`config.mk`:
```
export PLATFORM = sky130hd
export DESIGN_NAME = clk_burst_ctl
export DESIGN_NICKNAME = d
export VERILOG_FILES = /design/src/rtl/clk_pkg.sv /design/src/rtl/sync2.sv /design/src/rtl/clk_burst_ctl.sv
export SDC_FILE = /design/constraint.sdc
export NUM_CORES = 1
export LEC_CHECK = 0
export ABC_AREA = 1
export CAP_MARGIN = 20
export CORE_MARGIN = 8
export CORE_UTILIZATION = 25
export CTS_CLUSTER_DIAMETER = 120
export DETAILED_ROUTE_END_ITERATION = 16
export HOLD_SLACK_MARGIN = 0.03
export PLACE_DENSITY = 0.59
export SYNTH_ARGS = -nofsm -noshare
export SYNTH_HDL_FRONTEND = slang
export SYNTH_SLANG_ARGS = --single-unit
```
`constraint.sdc`:
```
create_clock -name clk -period 4.38 [get_ports clk]
set_clock_uncertainty 0.05 [all_clocks]
set_input_delay 0.876 -clock clk [delete_from_list [all_inputs] [get_ports clk]]
set_output_delay 0.876 -clock clk [all_outputs]
set_load 0.005 [all_outputs]
```
`src/rtl/clk_pkg.sv`:
```
// clk_pkg: shared state encoding and default counter width for the clock-burst controller.
package clk_pkg;
  localparam int CNT_W_DEF = 8;
  typedef enum logic [1:0] {IDLE, RUN, BURST, STEP} clk_burst_state_t;
endpackage

```
`src/rtl/sync2.sv`:
```
// sync2: two-flop synchronizer for one request line; both flops reset to 0.
module sync2 (
  input  logic clk,
  input  logic reset,
  input  logic i_d,
  output logic o_q
);
  logic r_meta;
  always_ff @(posedge clk)
    if (reset) {r_meta, o_q} <= 2'b00;
    else       {r_meta, o_q} <= {i_d, r_meta};
endmodule

```
`src/rtl/clk_burst_ctl.sv`:
```
// clk_burst_ctl: free-run / counted-burst / single-step clock-enable generator.
// Define CLK_BURST_SYNC_EN to pass the four requests through two-flop synchronizers.
module clk_burst_ctl import clk_pkg::*; #(
  parameter int CNT_W = CNT_W_DEF
) (
  input  logic             clk,
  input  logic             reset,
  input  logic             run_req,
  input  logic             stop_req,
  input  logic             burst_go,
  input  logic [CNT_W-1:0] burst_cnt,
  input  logic             step_go,
  output logic             gate_en,
  output logic             busy,
  output logic             burst_done,
  output logic [CNT_W-1:0] remaining
);
  logic w_run, w_stop, w_burst, w_step;
  clk_burst_state_t r_state;
`ifdef CLK_BURST_SYNC_EN
  sync2 u_sync_run   (.clk(clk), .reset(reset), .i_d(run_req),  .o_q(w_run));
  sync2 u_sync_stop  (.clk(clk), .reset(reset), .i_d(stop_req), .o_q(w_stop));
  sync2 u_sync_burst (.clk(clk), .reset(reset), .i_d(burst_go), .o_q(w_burst));
  sync2 u_sync_step  (.clk(clk), .reset(reset), .i_d(step_go),  .o_q(w_step));
`else
  assign w_run   = run_req;
  assign w_stop  = stop_req;
  assign w_burst = burst_go;
  assign w_step  = step_go;
`endif
  // remaining counts enables still owed, including the one issued in the current cycle
  always_ff @(posedge clk) begin
    if (reset) begin
      r_state    <= IDLE;
      gate_en    <= 1'b0;
      busy       <= 1'b0;
      burst_done <= 1'b0;
      remaining  <= '0;
    end else begin
      burst_done <= 1'b0;
      case (r_state)
        IDLE:
          if (w_stop) begin
            r_state <= IDLE;
          end else if (w_burst) begin
            remaining <= burst_cnt;
            if (burst_cnt != '0) begin
              r_state <= BURST;
              gate_en <= 1'b1;
              busy    <= 1'b1;
            end else burst_done <= 1'b1;
          end else if (w_step) begin
            r_state <= STEP;
            gate_en <= 1'b1;
            busy    <= 1'b1;
          end else if (w_run) begin
            r_state <= RUN;
            gate_en <= 1'b1;
            busy    <= 1'b1;
          end
        RUN:
          if (w_stop || !w_run) begin
            r_state <= IDLE;
            gate_en <= 1'b0;
            busy    <= 1'b0;
          end
        BURST: begin
          remaining <= (remaining != '0) ? remaining - CNT_W'(1) : '0;
          if (w_stop || remaining <= CNT_W'(1)) begin
            r_state    <= IDLE;
            gate_en    <= 1'b0;
            busy       <= 1'b0;
            burst_done <= !w_stop;
          end
        end
        default: begin
          r_state <= IDLE;
          gate_en <= 1'b0;
          busy    <= 1'b0;
        end
      endcase
    end
  end
endmodule

```
==> results.py <==
metrics = {
    "outcome": {
        "status": "completed",
    },
    "drt": {
        "initialDrtViolationCount": 34,
        "vias": 910,
        "wirelength_mm": 2.352,
        "wl_per_cell_um": 11.36,
        "drcViolationCount": 0,
        "dr.pass1.iters": 4,
        "viasPerCell": 4.396,
        "ant_nets": 0,
    },
    "power_and_ir_drop": {
        "irDropWorstVdd_v": 0.00009938,
        "powerDensity_nw_per_um2": 342.7,
        "leakagePower_nw": 0.5083,
    },
    "setup_path": {
        "start_kind": "register",
        "cp_slowest_cell": "clkdlybuf4s50_1",
        "crit_required_ns": 3.45,
        "path_delay_family": "buffers and inverters",
        "worst-path-buf-inv": 1,
        "crit_fanout": 6,
        "timing.rr.start": "remaining[1]",
        "crit_chain": "clkdlybuf4s50_1",
        "critPathMaxStageDelay_ns": 0.54,
        "cp.arrival_ns": 1.23,
        "criticalPathCategory": "reg -> out",
        "startpoint": "remaining[3]",
        "endpoint_kind": "output port",
    },
    "grt": {
        "grt_usage_pct": 9.147,
        "grt_pass1_wl_mm": 3.843,
        "first_global_vias": 874,
        "grt_max_degree": 12,
        "grt_overflow_total": 0,
        "antenna_found_initial": 0,
    },
    "finish": {
        "area_growth_pct": 38.62,
        "fillCellCount": 364,
        "multi_input_area_um2": 516.7,
        "final_layout_size_suffix_gt1_share_pct": 8.075,
        "nets": 179,
        "regArea_um2": 240.2,
        "num_antenna_cells": 0,
    },
    "synthesis": {
        "synth_top_area_share_pct": 28.74,
        "synth_cell_types": 19,
        "synth_edf_count": 0,
        "syn_inst": 135,
        "synth.yosys.seq_area_share_pct": 28.74,
        "synth-seq-cells": 12,
        "netlist_area_um2": 835.8,
        "async_reset_ff_share_pct": 0,
        "synthTopCellsByCount": "nand2_1, nor2_1, a21oi_1",
        "synth_area_leader_cell": "dfxtp_1",
        "synthFlopType": "dfxtp_1",
        "ys_warn_count": 0,
        "synth_most_common_cell": "nand2_1",
        "avgSynthCellArea_um2": 6.191,
        "synthTopCellsByArea": "dfxtp_1, nand2_1, a21oi_1",
        "synth_fp_nets": 152,
    },
    "placed_design": {
        "port_buffers": 24,
        "gp_congestion": 0.9134,
        "dp_slack_ns": 1.989,
        "dp_hpwl_mm": 1.889,
    },
    "clock_tree": {
        "clkTransAtPathRegs_ns": 0.09,
        "cts_made_buffers": 3,
        "worstSkewPairLatency_ns": 0.27,
        "cts_resized": 0,
        "cts_tree": "yes",
        "postCtsSetupBuffers": 0,
        "h-tree-depth": 1,
        "root_buffer": "clkbuf_4",
        "cts.sinks": 12,
        "hold_buffers": 0,
        "cts_max_path_buffers": 2,
    },
    "timing": {
        "finalCritPeriodShare_pct": 49.22,
        "tightest_slew_ns": 0.3792,
        "fin_tns_setup_ns": 0,
        "final_hold_viol_count": 0,
        "timing.fmax_mhz": 463.9,
        "setup_violations": 0,
        "maxSlewViolCount": 0,
        "slew_headroom_pct": 74.72,
        "setup_ws_ns": 2.224,
        "fin_crit_ns": 2.156,
        "rsz0062_at_grt": "false",
    },
    "floorplan": {
        "num_rows": 21,
        "die_area_um2": 5449,
        "io-pin-count": 25,
        "die_h_um": 73.82,
        "die_w_um": 73.82,
        "core_area_um2": 3284,
        "start_util_pct": 25.45,
    },
    "worst_hold_path": {
        "hold_start": "busy",
        "hp-class": "reg -> reg",
    },
    "flow_run": {
        "cap_violations": 0,
    },
}
-- kinds of logic after synthesis --
family                     count (synthesis)  share of synthesized area [%]
adders and majority gates                  3                          4.491
buffers and inverters                     20                          9.432
DFF                                       12                          28.74
AOI/OAI and AO/OA                         36                          24.70
and+or+nand+nor                           64                          32.63
-- cell usage in the layout (no fill, tap or decap) --
cell | netlist | routed
nand2_1 | 26 | 26
clkdlybuf4s50_1 | 0 | 24
nor2_1 | 22 | 22
a21oi_1 | 18 | 18
inv_1 | 16 | 16
o21ai_0 | 13 | 13
dfxtp_1 | 12 | 12
nand3_1 | 9 | 9
nor2_2 | 3 | 3
ha_1 | 3 | 3
clkbuf_4 | 0 | 3
inv_2 | 2 | 2
o21bai_1 | 2 | 2
or2_2 | 2 | 2
o31ai_4 | 1 | 1
nand4_1 | 1 | 1
nor3_2 | 1 | 1
a21o_1 | 1 | 1
a21boi_0 | 1 | 1
clkbuf_8 | 0 | 1
-- worst paths after layout --
check        slack, ns           end  cells past startpoint
max               2.22  remaining[3]                      1
min               0.44          busy                      2
max reg2reg       2.73    r_state[0]                     11
min reg2reg       0.44          busy                      2
-- state kept, by name, indices dropped and copies added, names as in the netlist --
signal and flops:
remaining 8, r_state 2, burst_done 1, busy 1
-- power breakdown --
group,internal (mW),switching (mW),leakage (nW)
clock,0.0505,0.0414,0.0210
combinational,0.0743,0.0881,0.388
sequential,0.125,0.0181,0.0991
-- cell type report --
type	instances	share of cell area [%]
sequential	12	20.73
inverter	18	5.832
multi-input combinational	103	44.60
tap	46	4.968
timing repair buffer	24	20.73
clock buffer	4	3.132
-- per-stage QoR --
stage / hold slack, ns / instances / util [%] / total power, mW / cell area, um2
floorplan: 0.4331 / 135 / - / 0.2426 / 835.8
global placement: 0.4303 / 203 / 34.17 / 0.3065 / 1122
detailed placement: 0.4366 / 203 / 34.17 / 0.3083 / 1122
CTS: 0.4523 / 207 / 35.28 / 0.4023 / 1159
global route: 0.4773 / 207 / 35.28 / 0.4316 / 1159
finish: 0.4437 / 207 / 35.28 / 0.3970 / 1159
-- worst reg2reg max path, cell delays in order, from the launching register on --
cell,delay (ns)
dfxtp_1,0.34
inv_1,0.15
ha_1,0.22
inv_1,0.06
nand2_1,0.05
nand2_1,0.04
nor2_1,0.19
nor2_1,0.08
nor2_2,0.17
nand3_1,0.10
nand2_1,0.06
nor2_1,0.04
-- metal layers --
metal,wire [um],global-route usage [%]
met5,0,0
met1,1098,10.67
met2,1065,14.57
met4,38,4.656
met3,150,2.865
Power figures use the tool's default switching activity.
